### src/rtl/can_pkg.sv
// can_pkg
// Shared constants for the CAN bit-stuffing path. The transmit stuffer and
// the receive-side stuff error checker both take their run length from
// STUFF_LEN_DEF so the two directions can never disagree.
//
// Contents:
//   STUFF_LEN_DEF  run of equal bits that forces a stuff bit
//   RECESSIVE      bus level 1
//   DOMINANT       bus level 0
//   stuff_step_e   which action the stuffer takes on the next bit edge
package can_pkg;

  localparam int   STUFF_LEN_DEF = 5;
  localparam logic RECESSIVE     = 1'b1;
  localparam logic DOMINANT      = 1'b0;

  // Action selected for the coming SP edge. Reset is listed so that a
  // debug view can show it, even though reset overrides the decode.
  typedef enum logic [1:0] {
    STEP_IDLE  = 2'd0,
    STEP_SEND  = 2'd1,
    STEP_STUFF = 2'd2,
    STEP_RESET = 2'd3
  } stuff_step_e;

endpackage : can_pkg

### src/rtl/can_bit_stuffer_if.sv
// can_bit_stuffer_if
// Bundle between the frame serializer, the bit stuffer and the bus driver.
//
// Handshake: TX_DATA is transferred on an SP rising edge exactly when
// TX_VALID and TX_READY are both high at that edge. TX_READY depends only
// on stuffer registers, never on TX_VALID. While TX_READY is low the
// serializer must hold TX_DATA/TX_VALID/F_STF unchanged and retry.
//
// Signals:
//   TX_DATA    serializer -> stuffer  next unstuffed bit (0 = dominant)
//   TX_VALID   serializer -> stuffer  TX_DATA holds a bit
//   F_STF      serializer -> stuffer  bit being accepted lies in the stuffing region
//   TX_READY   stuffer -> serializer  bit accepted on this edge
//   TX         stuffer -> bus         stuffed bit stream (registered)
//   STUFF_BIT  stuffer -> bus         TX currently carries an inserted stuff bit
//   dbg_step   stuffer -> observers   action decoded for the coming edge
interface can_bit_stuffer_if;
  import can_pkg::*;

  logic        TX_DATA;
  logic        TX_VALID;
  logic        F_STF;
  logic        TX_READY;
  logic        TX;
  logic        STUFF_BIT;
  stuff_step_e dbg_step;

  // Serializer side.
  modport master (
    output TX_DATA, TX_VALID, F_STF,
    input  TX_READY, TX, STUFF_BIT, dbg_step
  );

  // Stuffer side.
  modport slave (
    input  TX_DATA, TX_VALID, F_STF,
    output TX_READY, TX, STUFF_BIT, dbg_step
  );

endinterface : can_bit_stuffer_if

### src/rtl/can_bit_stuffer.sv
// can_bit_stuffer
// Transmit-side CAN bit stuffer. Takes the unstuffed serializer stream and
// drives the bus TX line; after STUFF_LEN consecutive equal bits inside the
// stuffing region it inserts one complementary stuff bit.
//
// Parameters:
//   STUFF_LEN  run length that forces a stuff bit
//   CNT_W      width of the run counter, must hold STUFF_LEN
//
// Ports:
//   SP     bit-rate clock, one rising edge per CAN bit time
//   reset  synchronous active-high reset
//   bus    can_bit_stuffer_if.slave (data handshake, TX outputs, debug step)
module can_bit_stuffer
  import can_pkg::*;
#(
  parameter int STUFF_LEN = STUFF_LEN_DEF,
  parameter int CNT_W     = 3
) (
  input  logic                SP,
  input  logic                reset,
  can_bit_stuffer_if.slave    bus
);

  // Length and value of the current run of equal bits already on TX.
  logic [CNT_W-1:0] r_cnt;
  logic             r_last;
  logic             r_tx;
  logic             r_stuff_bit;

  logic             w_stuff_pending;
  logic [CNT_W-1:0] w_cnt_send;
  stuff_step_e      w_step;

  assign w_stuff_pending = (r_cnt == CNT_W'(STUFF_LEN));

  // Inside the region a repeated bit extends the run, a changed bit starts a
  // new run of one. Outside the region the run is forgotten entirely.
  assign w_cnt_send = !bus.F_STF            ? '0 :
                      (bus.TX_DATA == r_last) ? r_cnt + 1'b1 :
                                              CNT_W'(1);

  // A pending stuff bit wins over everything but reset, regardless of
  // TX_VALID or F_STF; this is what emits a stuff bit after the last CRC bit.
  always_comb begin
    w_step = STEP_IDLE;
    if (reset) begin
      w_step = STEP_RESET;
    end else if (w_stuff_pending) begin
      w_step = STEP_STUFF;
    end else if (bus.TX_VALID) begin
      w_step = STEP_SEND;
    end
  end

  always_ff @(posedge SP) begin
    case (w_step)
      STEP_STUFF: begin
        // The stuff bit is itself the first bit of the next run.
        r_tx        <= ~r_last;
        r_stuff_bit <= 1'b1;
        r_last      <= ~r_last;
        r_cnt       <= CNT_W'(1);
      end
      STEP_SEND: begin
        r_tx        <= bus.TX_DATA;
        r_stuff_bit <= 1'b0;
        r_last      <= bus.TX_DATA;
        r_cnt       <= w_cnt_send;
      end
      default: begin
        // Reset and idle both park the line recessive with no run history.
        r_tx        <= RECESSIVE;
        r_stuff_bit <= 1'b0;
        r_last      <= RECESSIVE;
        r_cnt       <= '0;
      end
    endcase
  end

  assign bus.TX_READY  = !w_stuff_pending;
  assign bus.TX        = r_tx;
  assign bus.STUFF_BIT = r_stuff_bit;
  assign bus.dbg_step  = w_step;

endmodule : can_bit_stuffer
### src/flat_wrapper.sv
// flat-port wrapper written by rule: the top's interface ports become plain ports
module can_bit_stuffer_flat import can_pkg::*;
#(
  parameter int STUFF_LEN = STUFF_LEN_DEF,
  parameter int CNT_W     = 3
)
  (SP, reset, bus_TX_DATA, bus_TX_VALID, bus_F_STF, bus_TX_READY, bus_TX, bus_STUFF_BIT, bus_dbg_step);
  can_bit_stuffer_if bus_i ();
  input  logic SP;
  input  logic reset;
  input wire logic [$bits(bus_i.TX_DATA)-1:0] bus_TX_DATA;
  input wire logic [$bits(bus_i.TX_VALID)-1:0] bus_TX_VALID;
  input wire logic [$bits(bus_i.F_STF)-1:0] bus_F_STF;
  output wire logic [$bits(bus_i.TX_READY)-1:0] bus_TX_READY;
  output wire logic [$bits(bus_i.TX)-1:0] bus_TX;
  output wire logic [$bits(bus_i.STUFF_BIT)-1:0] bus_STUFF_BIT;
  output wire logic [$bits(bus_i.dbg_step)-1:0] bus_dbg_step;
  assign bus_i.TX_DATA = bus_TX_DATA;
  assign bus_i.TX_VALID = bus_TX_VALID;
  assign bus_i.F_STF = bus_F_STF;
  assign bus_TX_READY = bus_i.TX_READY;
  assign bus_TX = bus_i.TX;
  assign bus_STUFF_BIT = bus_i.STUFF_BIT;
  assign bus_dbg_step = bus_i.dbg_step;
  can_bit_stuffer #(.STUFF_LEN(STUFF_LEN), .CNT_W(CNT_W)) u_core (.SP(SP), .reset(reset), .bus(bus_i));
endmodule
### config.mk
export PLATFORM = sky130hd
export DESIGN_NAME = can_bit_stuffer_flat
export DESIGN_NICKNAME = d
export VERILOG_FILES = /design/src/rtl/can_pkg.sv /design/src/rtl/can_bit_stuffer_if.sv /design/src/rtl/can_bit_stuffer.sv /design/src/flat_wrapper.sv
export SDC_FILE = /design/constraint.sdc
export NUM_CORES = 1
export LEC_CHECK = 0
export CAP_MARGIN = 20
export CELL_PAD_IN_SITES_DETAIL_PLACEMENT = 1
export CELL_PAD_IN_SITES_GLOBAL_PLACEMENT = 1
export CORE_AREA = 4 4 41 43
export DETAILED_ROUTE_END_ITERATION = 7
export DIE_AREA = 0 0 45 47
export GPL_TIMING_DRIVEN = 0
export PLACE_DENSITY_LB_ADDON = 0.1
export SLEW_MARGIN = 20
export SYNTH_ARGS = -nofsm -noshare
export SYNTH_HDL_FRONTEND = slang
export SYNTH_SLANG_ARGS = --single-unit
### constraint.sdc
create_clock -name SP -period 1.5 [get_ports SP]
set_input_delay 0.225 -clock SP [delete_from_list [all_inputs] [get_ports SP]]
set_output_delay 0.225 -clock SP [all_outputs]
set_load 0.1 [all_outputs]
; After elaboration in Yosys (flattened, before gate mapping)
; Cells that the tools add are included.
[op_classes]
add_sub_neg = 1
reduce_logical = 1
n_mux = 8
eq_ne = 4
bitwise_logic = 1
[ops]
columns = op, n
row1 = 2-to-1 mux 3 bit, 2
row2 = case mux 3 bit (2 select lines), 1
row3 = 2-to-1 mux 2 bit, 2
row4 = "adder 3 x 1 -> 3 bit, second input constant", 1
row5 = "== test 3 bit, second input constant", 1
row6 = "== test 2 x 1 -> 1 bit, second input constant", 1
row7 = "== test 2 bit, second input constant", 1
row8 = 2-to-1 mux 1 bit, 2
row9 = case mux 1 bit (2 select lines), 1
row10 = == test 1 bit, 1
row11 = logical NOT 1 bit, 1
row12 = NOT 1 bit, 1
[word_totals]
regBits = 5
output_inout_bits = 5

; Logic depth before layout (Yosys ltp)
[logic_depth]
ltp_word = 5
ltp_mapped = 7
ltp_nobuf = 7

; Worst setup path after synthesis
; OpenSTA, ideal clock, no wires.
[synth_path]
path_type = reg2reg
start = register u_core.r_cnt[1]
end = register u_core.r_cnt[2]
setup_time_ns = 0.089
required_ns = 1.411
path_stages_with_launch = 8
path_buffers = 0
arrival_ns = 2.580
setup_slack_ns = -1.169
path_cell_list = dfxtp_1 inv_1 ha_1 nand2_1 a21o_1 ha_1 nand2_1 nor4_2
[synth_via]
elab_chain_cells = 5
[synth_rtl]
columns = element, line
row1 = from (decl), can_bit_stuffer.sv:26  ; logic [CNT_W-1:0] r_cnt;
row2 = from (signal assigned), can_bit_stuffer.sv:69  ; r_cnt <= w_cnt_send;
row3 = == test 3 bit *, can_bit_stuffer.sv:35  ; assign w_stuff_pending = (r_cnt == CNT_W'(STUFF_LEN));
row4 = 2-to-1 mux 2 bit *, can_bit_stuffer.sv:49  ; end else if (w_stuff_pending) begin
row5 = 2-to-1 mux 2 bit *, can_bit_stuffer.sv:47  ; if (reset) begin
row6 = net bus_dbg_step[0], flat_wrapper.sv:17  ; output wire logic [$bits(bus_i.dbg_step)-1:0] bus_dbg_step;
row7 = == test 2 x 1 -> 1 bit or == test 2 bit (tied branches), can_bit_stuffer.sv:57  ; case (w_step)
row8 = case mux 3 bit (2 select lines) *, can_bit_stuffer.sv:57
; The timed path passes the listed nets; every way through them passes the cells marked *.

; Worst setup path after layout
[layout_path]
start = register u_core.r_cnt[1]
end = output port bus_dbg_step[1]
[layout_via]
elab_chain_cells = 3
[layout_rtl]
columns = element, line
row1 = == test 3 bit, can_bit_stuffer.sv:35
row2 = 2-to-1 mux 2 bit, can_bit_stuffer.sv:49
row3 = 2-to-1 mux 2 bit, can_bit_stuffer.sv:47
row4 = to (decl), flat_wrapper.sv:17
; No other way between the ends.

==> impl_results.md <==
- Status: completed
- Final Cycle Share: 0.999
- CTS buffer count: 3
- Synth warn: 0
- Final Hold Viols: 0
- Die area: 0.00212 mm²
- CTS tree: yes
- Setup Viol. Count Final: 0
- Total power: 439 µW
- Part of the power in registers: 0.335
- Syn_area_per_cell: approximately 9.7 µm²
- Sw Pwr: 148 µW
- Peak Freq: 0.667 GHz
- Synth Register Bits: 5
- Clock share of power: 0.343
- Fraction of layout cells with a size suffix above 1: 0.512
- Core box area: between 0.001 and 0.0015 mm²
- CP arrival: 1.27 ns
- Max Cap Viol: 0
- CP Launch Type: flip-flop
- Worst Hold Class: flip-flop to flip-flop
- CTS Buffer Depth: 2
- First-pass GRT wire length: 945 µm
- Buf/Inv on CP: 3
- Leakage power: 0.211 nW
- Worst path top cell family by delay: buffers and inverters
- Finished Core Util: 0.384
- Initial antenna violation count: 0
- Die width: between 40 and 50 µm
- Cell count after synthesis: 28
- Crit. End Element: primary output
- Worst-path cell chain: inv_2 -> ha_4 -> a21oi_4 -> clkinvlp_4 -> buf_12
- Vias/cell: about 4.3
- Diode count: 0
- Total Wirelength: 606 µm
- Grt ovf: 0
- Power per cell area: around 880 mW/mm²
- Clk sinks: 5
- Gpl congestion: 0.675
- CP required: 1.27 ns
- Port bufs: 9
- Total Routing Usage GR: 0.0688
- Sequential fraction of the synthesis area: 0.370
- P&R area growth vs syn: 84.7%
- Switching Fraction: 0.338
- Crit path time final: 1.50 ns
- Drt drc: 0
- CP max stage delay: 0.32 ns
- WS Path Type: flip-flop to primary output
- Worst vdd ir: 0.000332 V
- Yosys cell types: 12
- Measured slew at the worst slew-check pin: around 0.55 ns
- Routed Antenna Nets: 0
- Nets: 52
- DR pass1 iterations: 2
- Slowest CP cell: dfxtp_2
- Commonest non-fill, non-tap cell in the layout: clkbuf_4
- Unrepaired setup endpoints after global routing: true
- Worst clock skew: 0.000488 ns
- H-Tree Depth: 1
- Syn nets: 38
- Clk Latency, worst-skew pair: between 0.2 and 0.25 ns
- Slew Viols, Final: 0
- Pin count of the biggest net entering global routing: 5
- WL per Instance: around 11 µm
- Starting density of the core: 0.208
- Headroom to the max-slew limit: 0.638
- Int Pwr: 291 µW
- Clk pin slew, worst setup/hold paths: 0.04 ns
- Initial DRC Count: 1
- Crit path max fanout: 3
- Via count: 240
- Logic gate share of total power: 0.322
- Die extent in y: around 47 µm
- Root Buffer: clkbuf_4
- Std-Cell Rows: 13
- # IOs: 10
- Vias in the first global route: 233
- Most frequent cells in the layout: clkbuf_4 (4), inv_1 (3), ha_1 (3), clkdlybuf4s50_1 (3), dfxtp_1 (3)
- Syn Std Cell Area: 270 µm²
- Post-CTS Setup Inserts: 0
- # fillers: 147
metal layers:
| layer | global-route usage | wire, µm |
|---|---|---|
| met1 | 0.0729 | 249 |
| met4 | 0.0877 | 4 |
| met2 | 0.0960 | 306 |
| met5 | 0 | 0 |
| met3 | 0.0230 | 46 |
final timing paths:
kind	start	end	slack [ns]	depth (start not counted)
hold reg to reg	u_core.bus.TX$_DFF_P_	u_core.bus.TX$_DFF_P_	0.47	1
setup reg to reg	u_core.r_cnt[0]$_DFF_P_	u_core.r_cnt[0]$_DFF_P_	0.02	6
setup / recovery	u_core.r_cnt[1]$_DFF_P_	bus_dbg_step[1]	0.002	5
hold / removal	u_core.bus.TX$_DFF_P_	u_core.bus.TX$_DFF_P_	0.47	1
sequential cells by signal (all words and copies together) (netlist names):
name,count
u_core.bus.STUFF_BIT,1
u_core.r_cnt,3
u_core.bus.TX,1
cell families after synthesis:
| family | Yosys count | synth area share |
|---|---|---|
| compound gates | 7 | 0.167 |
| xor+xnor | 2 | 0.0648 |
| fa+ha+maj | 5 | 0.231 |
| buf+inv | 5 | 0.0695 |
| flops | 5 | 0.370 |
| simple gates | 4 | 0.0972 |
final cells by class:
class	instances	area [µm²]	area share
multi-input combinational	18	225	0.451
timing repair buffer	9	104	0.208
sequential	5	103	0.206
clock buffer	4	26.3	0.0526
inverter	5	22.5	0.0451
tap	15	18.8	0.0376
synth_stat cells:
cell | count | area (µm²)
a21oi_1 | 3 | 15.0
xnor2_1 | 1 | 8.76
a21o_1 | 2 | 15.0
o311a_1 | 1 | 10.0
nand2_1 | 2 | 7.51
o21ai_0 | 1 | 5.00
ha_1 | 5 | 62.6
inv_1 | 5 | 18.8
nor4_1 | 1 | 6.26
xor2_1 | 1 | 8.76
dfxtp_1 | 5 | 100
nor4_2 | 1 | 12.5
metrics by stage:
stage | setup WS, ns | TNS [ns] | cells | hold slack [ns] | cell area (µm²)
2_1_floorplan | -0.438 | -1.80 | 28 | 0.338 | 330
3_3_place_gp | -0.822 | -2.90 | 52 | 0.453 | 439
3_5_place_dp | -0.830 | -3.06 | 52 | 0.473 | 439
4_1_cts | -0.0464 | -0.0833 | 56 | 0.475 | 467
5_1_grt | -0.0508 | -0.104 | 56 | 0.482 | 499
6_report | 0.00157 | 0 | 56 | 0.469 | 499
power groups by stage:
stage	logic, mW	registers, mW	clock network, mW
2_1_floorplan	0.0649	0.179	0
3_3_place_gp	0.130	0.148	0
3_5_place_dp	0.132	0.149	0
4_1_cts	0.132	0.147	0.159
5_1_grt	0.150	0.148	0.164
6_report	0.141	0.147	0.150
timing repair:
action / 4_1_cts / 5_1_grt
pin swaps: 0 / 3
hold buffers: 0 / 0
endpoints found under the setup margin: 8 / 5
gates resized for setup: 26 / 7
Power figures use the tool's default switching activity.
